[src/rtl/ml_acc_pkg.sv]
`default_nettype none
// +----------------------------------------------------------------------------+
// | ml_acc_pkg : shared state type and default datapath width for the         |
// |              sequential left shifter.                                     |
// | Revision   : 1.0                                                          |
// +----------------------------------------------------------------------------+
package ml_acc_pkg;

  localparam int DATA_W = 16;

  typedef enum logic [1:0] {
    IDLE  = 2'd0,
    SHIFT = 2'd1,
    DONE  = 2'd2
  } state_t;

endpackage
`default_nettype wire

[src/rtl/shift_cnt.sv]
`default_nettype none
// +----------------------------------------------------------------------------+
// | shift_cnt : shift-count register. Clamps the requested amount to WIDTH,   |
// |             decrements once per shift, and flags zero / last-shift.        |
// | Revision  : 1.0                                                           |
// +----------------------------------------------------------------------------+
module shift_cnt #(
  parameter int WIDTH = 16,
  parameter int CW    = $clog2(WIDTH + 1)
) (
  input  logic             clk,
  input  logic             rst_n,
  input  logic             load,
  input  logic [WIDTH-1:0] load_val,
  input  logic             dec,
  output logic             zero,
  output logic             last,
  output logic             load_zero
);

  localparam logic [WIDTH-1:0] c_limit     = WIDTH'(WIDTH);
  localparam logic [CW-1:0]    c_limit_cnt = CW'(WIDTH);
  localparam logic [CW-1:0]    c_one       = CW'(1);

  logic [CW-1:0] r_count;
  logic [CW-1:0] w_clamped;

  // Any amount of WIDTH or more shifts everything out, so WIDTH cycles suffice.
  always_comb begin
    w_clamped = (load_val >= c_limit) ? c_limit_cnt : load_val[CW-1:0];
  end

  always_ff @(posedge clk or negedge rst_n) begin
    if (!rst_n) begin
      r_count <= '0;
    end else if (load) begin
      r_count <= w_clamped;
    end else if (dec) begin
      r_count <= r_count - c_one;
    end
  end

  assign zero      = (r_count == '0);
  assign last      = (r_count == c_one);
  assign load_zero = (w_clamped == '0);

endmodule
`default_nettype wire

[src/rtl/left_shift_x16_seq.sv]
`default_nettype none
// +----------------------------------------------------------------------------+
// | left_shift_x16_seq : one-bit-per-cycle left shifter with valid/ready      |
// |                      handshakes. Optional overflow flag: LSHIFT_OVF_EN.    |
// | Revision           : 1.0                                                  |
// +----------------------------------------------------------------------------+
module left_shift_x16_seq
  import ml_acc_pkg::*;
#(
  parameter int WIDTH = DATA_W
) (
  input  logic             clk,
  input  logic             rst_n,
  input  logic             in_valid,
  output logic             in_ready,
  input  logic [WIDTH-1:0] a,
  input  logic [WIDTH-1:0] b,
  output logic [WIDTH-1:0] out,
  output logic             out_valid,
  input  logic             out_ready,
  output logic             busy,
  output logic             ovf
);

  state_t           r_state;
  state_t           w_state_next;
  logic [WIDTH-1:0] r_data;
  logic             w_accept;
  logic             w_shift;
  logic             w_cnt_zero;
  logic             w_cnt_last;
  logic             w_load_zero;

  assign w_accept = in_valid && (r_state == IDLE);
  assign w_shift  = (r_state == SHIFT);

  shift_cnt #(
    .WIDTH (WIDTH)
  ) u_shift_cnt (
    .clk       (clk),
    .rst_n     (rst_n),
    .load      (w_accept),
    .load_val  (b),
    .dec       (w_shift && !w_cnt_zero),
    .zero      (w_cnt_zero),
    .last      (w_cnt_last),
    .load_zero (w_load_zero)
  );

  always_ff @(posedge clk or negedge rst_n) begin
    if (!rst_n) begin
      r_state <= IDLE;
    end else begin
      r_state <= w_state_next;
    end
  end

  always_comb begin
    w_state_next = r_state;
    case (r_state)
      IDLE:    if (w_accept) w_state_next = w_load_zero ? DONE : SHIFT;
      SHIFT:   if (w_cnt_last) w_state_next = DONE;
      DONE:    if (out_ready) w_state_next = IDLE;
      default: w_state_next = IDLE;
    endcase
  end

  always_ff @(posedge clk or negedge rst_n) begin
    if (!rst_n) begin
      r_data <= '0;
    end else if (w_accept) begin
      r_data <= a;
    end else if (w_shift) begin
      r_data <= r_data << 1;
    end
  end

`ifdef LSHIFT_OVF_EN
  logic r_ovf;

  // Sticky: the MSB about to leave on this shift carries a lost set bit.
  always_ff @(posedge clk or negedge rst_n) begin
    if (!rst_n) begin
      r_ovf <= 1'b0;
    end else if (w_accept) begin
      r_ovf <= 1'b0;
    end else if (w_shift && r_data[WIDTH-1]) begin
      r_ovf <= 1'b1;
    end
  end

  assign ovf = r_ovf;
`else
  assign ovf = 1'b0;
`endif

  assign in_ready  = (r_state == IDLE);
  assign out_valid = (r_state == DONE);
  assign busy      = (r_state != IDLE);
  assign out       = r_data;

endmodule
`default_nettype wire

[config.mk]
export PLATFORM = sky130hd
export DESIGN_NAME = left_shift_x16_seq
export DESIGN_NICKNAME = d
export VERILOG_FILES = /design/src/rtl/ml_acc_pkg.sv /design/src/rtl/shift_cnt.sv /design/src/rtl/left_shift_x16_seq.sv
export SDC_FILE = /design/constraint.sdc
export NUM_CORES = 1
export LEC_CHECK = 0
export ABC_CLOCK_PERIOD_IN_PS = 5010
export BUFFER_PORTS_ARGS = -buffer_cell sky130_fd_sc_hd__buf_2
export CAP_MARGIN = 20
export CELL_PAD_IN_SITES_DETAIL_PLACEMENT = 0
export CELL_PAD_IN_SITES_GLOBAL_PLACEMENT = 1
export CORE_MARGIN = 2
export CORE_UTILIZATION = 25
export CTS_CLUSTER_DIAMETER = 80
export DETAILED_ROUTE_END_ITERATION = 16
export GPL_TIMING_DRIVEN = 1
export HOLD_SLACK_MARGIN = 0.15
export PLACE_DENSITY = 0.66
export SETUP_SLACK_MARGIN = 0.05
export SYNTH_ARGS = -nofsm -noshare
export SYNTH_HDL_FRONTEND = slang
export SYNTH_SLANG_ARGS = --single-unit
[constraint.sdc]
create_clock -name clk -period 5.01 [get_ports clk]
set_clock_uncertainty 0.15 [all_clocks]
set_input_delay 0.501 -clock clk [delete_from_list [all_inputs] [get_ports clk]]
set_output_delay 0.501 -clock clk [all_outputs]
set_load 0.02 [all_outputs]
==> results of run 1 <==
[kinds of logic (layout without fill, tap and decap cells)]
| kind of cell | Yosys count | in the layout | synth area share (%) |
|---|---|---|---|
| adder cells (fa/ha/maj) | 3 | 3 | 3.21 |
| multiplexers | 1 | 1 | 0.856 |
| AND/OR/NAND/NOR | 61 | 61 | 25.6 |
| AO/OA/AOI/OAI | 26 | 26 | 15.6 |
| buffers and inverters | 11 | 64 | 4.49 |
| flip-flops | 23 | 23 | 49.2 |
| XOR/XNOR | 1 | 1 | 0.749 |
| other | 1 | 1 | 0.321 |
[per-stage QoR]
step	hold slack, ns	power (mW)	area (sq um)	cells
after floorplan	0.0554	0.701	1170	127
after global placement	0.316	0.855	1480	227
final	0.296	0.973	1540	232
after detailed placement	0.332	0.864	1480	227
after CTS	0.292	0.983	1540	232
after global routing	0.293	1.06	1540	232
[cell type report]
class | instances | area (sq um) | area share, %
Inverter | 3 | 11.3 | 0.732
Clock buffer | 4 | 45.0 | 2.93
Multi-Input combinational cell | 93 | 547 | 35.5
Tap cell | 52 | 65.1 | 4.23
Timing Repair Buffer | 57 | 295 | 19.2
Sequential cell | 23 | 576 | 37.4
[sequential cells by signal, summed over array words and instances, names as in the netlist]
register,count
out,16
u_shift_cnt.r_count,5
r_state,2
[cells in the mapped netlist]
master and count:
buf_4 1, conb_1 1, and3_1 2, buf_1 1, nor2b_1 2, inv_1 3, a22oi_1 15, nand3b_1 1
nor2_2 2, a31oi_1 1, o311a_1 1, buf_2 6, a221oi_1 1, o21ai_1 4, a21oi_1 2, nand2b_1 2
nand2_1 35, mux2i_1 1, nor4_1 5, nand3_1 3, ha_1 3, nand4_1 1, nor4b_4 1, nor3_1 3
dfrtp_1 23, nor3b_1 1, nor2_1 3, xnor2_1 1, o31ai_1 1, a21o_1 1
[worst paths after layout]
kind	to	slack (ns)	depth (start not counted)
worst max-delay path	u_shift_cnt.r_count[4]	3.24	6
worst min-delay path	out[6]	0.30	3
worst max register to register	u_shift_cnt.r_count[4]	3.24	6
worst min register to register	out[15]	0.35	2
max in group asynchronous	out[12]	3.76	2
min in group asynchronous	u_shift_cnt.r_count[0]	0.59	2
[routing by layer]
metal	GRT usage, %	part of all wire, %	vias to the layer above
met1	15.4	45	534
met4	4.12	0.46	0
met5	0	0	-
met3	2.92	4.4	2
met2	21.5	50	25
li1	-	-	548
[critical path, delay by kind of cell (launching register included)]
family | cells | cell delay (ns)
and+or+nand+nor | 3 | 0.56
DFF | 1 | 0.43
AOI/OAI and AO/OA | 1 | 0.28
adders and majority gates | 1 | 0.15
buffers and inverters | 1 | 0.10
[repair_timing]
item,CTS,global route
hold buffers,1,0
resized for setup,0,0
hold endpoints to repair,23,0
[cell usage in the layout, fill, tap and decap left out, drive strengths merged]
master and instances:
a21o 1, a21oi 2, a221oi 1, a22oi 15
a31oi 1, and3 2, buf 56, clkbuf 4
conb 1, dfrtp 23, dlygate4sd3 1, ha 3
inv 3, mux2i 1, nand2 35, nand2b 2
nand3 3, nand3b 1, nand4 1, nor2 5
nor2b 2, nor3 3, nor3b 1, nor4 5
nor4b 1, o21ai 4, o311a 1, o31ai 1
xnor2 1
[power groups by stage]
stage	Clock, mW	Combinational [mW]	Sequential [mW]
3_5_place_dp	0	0.503	0.361
3_3_place_gp	0	0.495	0.360
4_1_cts	0.120	0.506	0.357
6_report	0.117	0.498	0.357
2_1_floorplan	0	0.279	0.422
5_1_grt	0.130	0.557	0.373
==> metrics.txt, run 1 <==
status=complete, no violations; largest net degree at the start of global routing=30; Root Buffer=clkbuf_8; WP data required=5.02 ns; WL/cell=13.0 um; startpoint types=flop; Final Setup Violations=0; DR DRC count=0; Place WS=3.10 ns; internal power=0.521 mW; Sum Neg Setup Slack=0 ns; Top-Level Pins=56; Vias=1109; max_cap viols=0; Rel. slew slack=60.3%; Slowest-stage cell, CP=dfrtp_1; RSZ-0062 raised after global routing=no; GP Congestion=0.829; fin crit share=35.3%; PortBufs=54; Num CTS Buffers=3; utilization after layout=34.6%; reg2reg start=u_shift_cnt.r_count[0]; Post-CTS Setup Bufs=0; initial DRC count=67; CTS tree=built; Cell Area, Synth=1170 sq um; fillers=473; NetSw=0.452 mW; HP Class=input port to flop; Die ar.=5240 sq um; Worst-Margin Slew=0.595 ns; top cell type by total area after synthesis=dfrtp_1; IR drop worst, VDD=0.188 mV; initial antenna violation count=0; FF+latch count, synth=23; sequential power share=36.7%; nets=220; Post-Syn Area per Cell=9.21 sq um; hold_sp=a[6]; Die W=72.4 um; Power Density=632 nW/um^2; final WL=3.03 mm; Max Fclk=565 MHz; clock-pin slew on the worst setup and hold paths=0.09 ns; final hold vios=0; Setup CP Type=flop to flop; sequential area share after synthesis=49.2%; Initial Utilization=26.3%; Final Slew Violations=0; largest cells by area after synthesis=dfrtp_1 (49%), nand2_1 (11%), a22oi_1 (9.6%), ha_1 (3.2%), nor4_1 (2.7%); Crit path largest cell delay=0.43 ns; Crit path arrival time=1.78 ns; ant diodes=0; first-pass detailed-route iteration total=4; Period minus WS final=1.77 ns; core area=4440 sq um; CTS Sinks=23; critical-path cell list=inv_1 > ha_1 > nor4b_4 > nor2_2 > and3_1 > o311a_1; H-Tree Level Count=1; Synth Net Count=166; hpwl dp=2.26 mm; grt total ovfl=0; synth warn=0; Comb pwr share=51.2%; Critical Path Fanout Max=4; Clock Latency Late Sink=0.26 ns; Post-DRT Antenna Nets=0; clock network power share=12.1%; global-route usage over all layers=12.5%; post-synth top area share=49.2%; first-pass GRT wire length=5.19 mm; endpoint type of the worst setup path=flop; vias in the first global route=1143; layout cells sized above 1=35.0%; clock tree buffer depth=2; Die Y=72.4 um; library cells used by synthesis=30; synthesized netlist cell count=127; Via density=4.78; Leak Pwr=0.788 nW; Worst Setup SP=u_shift_cnt.r_count[0]; Switching Fraction=46.5%; Rows=24; worst setup margin=3.24 ns; Area Growth Syn to Fin=31.6%
Power figures use the tool's default switching activity.
==> inputs of run 2 (changes only) <==
Settings changed: ABC_CLOCK_PERIOD_IN_PS 5010 to 1400, PLACE_DENSITY 0.66 to 0.68.
Clock period 5.01 ns to 1.4 ns, I/O delays scaled along.
==> metrics.txt, run 2 (synthesis results as in run 1) <==
clock-pin slew on the worst setup and hold paths=0.09 ns (about the same); commonest non-fill, non-tap cell in the layout=buf_2; layout cells sized above 1=54.8% (+20 points); final WL=3.93 mm (+30%); RSZ-0062 raised after global routing=yes; first-pass detailed-route iteration total=4 (unchanged); max_cap viols=0 (unchanged); DP Area=1730 sq um (+16%); Power Density=2190 nW/um^2 (+250%); Max Fclk=619 MHz (+9.5%); failing checks=negative setup slack; Final Slew Violations=0 (unchanged); Crit path arrival time=1.62 ns (-0.16 ns); CTS tree=built; WP data required=1.40 ns (-3.62 ns); CTS Sinks=23 (unchanged); Cell Count, Final, Fillers Out=282 (+22%); Largest register FFs=16 (unchanged); H-Tree Level Count=1 (unchanged); most frequent cells in the layout=buf_2 (51), nand2_1 (34), dlygate4sd3_1 (23), dfrtp_1 (22), buf_6 (15); hpwl dp=2.63 mm (+16%); Worst-Margin Slew=0.520 ns (-0.0758 ns); cell total after placement=245 (+7.9%); Vias=1358 (+22%); Post-DRT Antenna Nets=0 (unchanged); endpoint type of the worst setup path=flop; fin crit share=115% (+80 points); clock tree buffer depth=2 (unchanged); Die Y=72.4 um (unchanged); startpoint types=flop; core area=4440 sq um (unchanged); Rows=24 (unchanged); initial DRC count=30 (-55%); Via density=4.82 (+0.74%); Die ar.=5240 sq um (unchanged); Top-Level Pins=56 (unchanged); Setup CP Type=flop to flop; ant diodes=0 (unchanged); PortBufs=54 (unchanged); grt total ovfl=0 (unchanged); Initial Utilization=26.3% (unchanged); Clock Latency Late Sink=0.27 ns (about the same); global-route usage over all layers=14.8% (+2.4 points); Die W=72.4 um (unchanged); Final Instance Area=2340 sq um (+52%); IR drop worst, VDD=0.669 mV (+250%); GP Congestion=0.757 (-8.7%); Rel. slew slack=65.4% (+5.1 points); initial antenna violation count=0 (unchanged); Root Buffer=clkbuf_8; worst setup margin=-0.216 ns (-3.46 ns); DR DRC count=0 (unchanged); Area Growth Syn to Fin=100%; vias in the first global route=1377 (+20%); largest net degree at the start of global routing=24 (-20%); HP Class=input port to async pin; Sum Neg Setup Slack=-1.62 ns (-1.62 ns); nets=270 (+23%); Period minus WS final=1.62 ns (-0.153 ns); final hold vios=0 (unchanged); Final Setup Violations=26 (+26); Critical Path Fanout Max=2 (-2); status=finished, violations left; WL/cell=13.9 um (+6.8%); Leak Pwr=1.10 nW (+39%); Num CTS Buffers=3 (unchanged); first-pass GRT wire length=6.23 mm (+20%); Place WS=-0.239 ns (-3.33 ns); utilization after layout=52.7% (+18 points)
[run 2: cell types whose count changed in the layout (fill, tap and decap cells not counted), sizes merged]
cell         change
dlygate4sd3     +22
buf             +26
nor2             +1
clkinv           +1
[run 2: path summary, 6_finish.rpt]
path	endpoint	slack [ns]	startpoint	cells past startpoint
hold reg to reg	out[15]	0.34	out[15]	2
min in group clk	u_shift_cnt.r_count[0]	0.25	b[15]	5
max in group asynchronous	r_state[0]	0.49	rst_n	2
hold / removal	u_shift_cnt.r_count[1]	0.23	rst_n	2
setup reg to reg	u_shift_cnt.r_count[4]	-0.22	u_shift_cnt.r_count[0]	6
setup / recovery	u_shift_cnt.r_count[4]	-0.22	u_shift_cnt.r_count[0]	6
[run 2: worst max-delay path, cell delays in order (launching register included)]
cell and delay [ns]:
dfrtp_1 0.39, inv_2 0.08, ha_4 0.13, nor4b_4 0.22
nor2_2 0.08, and3_1 0.15, o311a_1 0.29
[run 2: cell type report]
type                            count  area [sq um]
Clock inverter                      1          5.00
Sequential cell                    23           577
Fill cell                         409          2100
Multi-Input combinational cell     94           786
Timing Repair Buffer              106           857
Clock buffer                        3          41.3
Tap cell                           52          65.1
Inverter                            3          11.3
[run 2: repair_timing]
action / CTS / global route
cloned: 2 / 1
hold buffers: 23 / 3
setup endpoints to repair: 25 / 26
pin swaps: 29 / 18
endpoints found under the hold margin: 45 / 4
gates resized for setup: 42 / 10
buffers inserted: 7 / 3
[run 2: metal layers]
layer / up-vias / global-route usage, % / share of wire (%)
met5: - / 0 / 0
met4: 0 / 4.73 / 1.5
met3: 6 / 0.833 / 2.2
met2: 23 / 28.3 / 56
met1: 674 / 17.6 / 40
li1: 655 / - / -
[run 2: stage by stage]
stage                     total power, mW  hold slack (ns)
final                                5.12            0.233
after global routing                 5.45            0.294
after CTS                            4.97            0.233
after detailed placement             3.72          0.00378
after global placement               3.64        -0.000229
after floorplan                      2.78           -0.306
[run 2: power breakdown]
part	total [mW]	switching (mW)	leakage, nW	internal [mW]
Clock	0.424	0.225	0.0255	0.199
Combinational	3.41	1.68	0.789	1.73
Sequential	1.29	0.301	0.284	0.988
Total	5.12	2.20	1.10	2.92
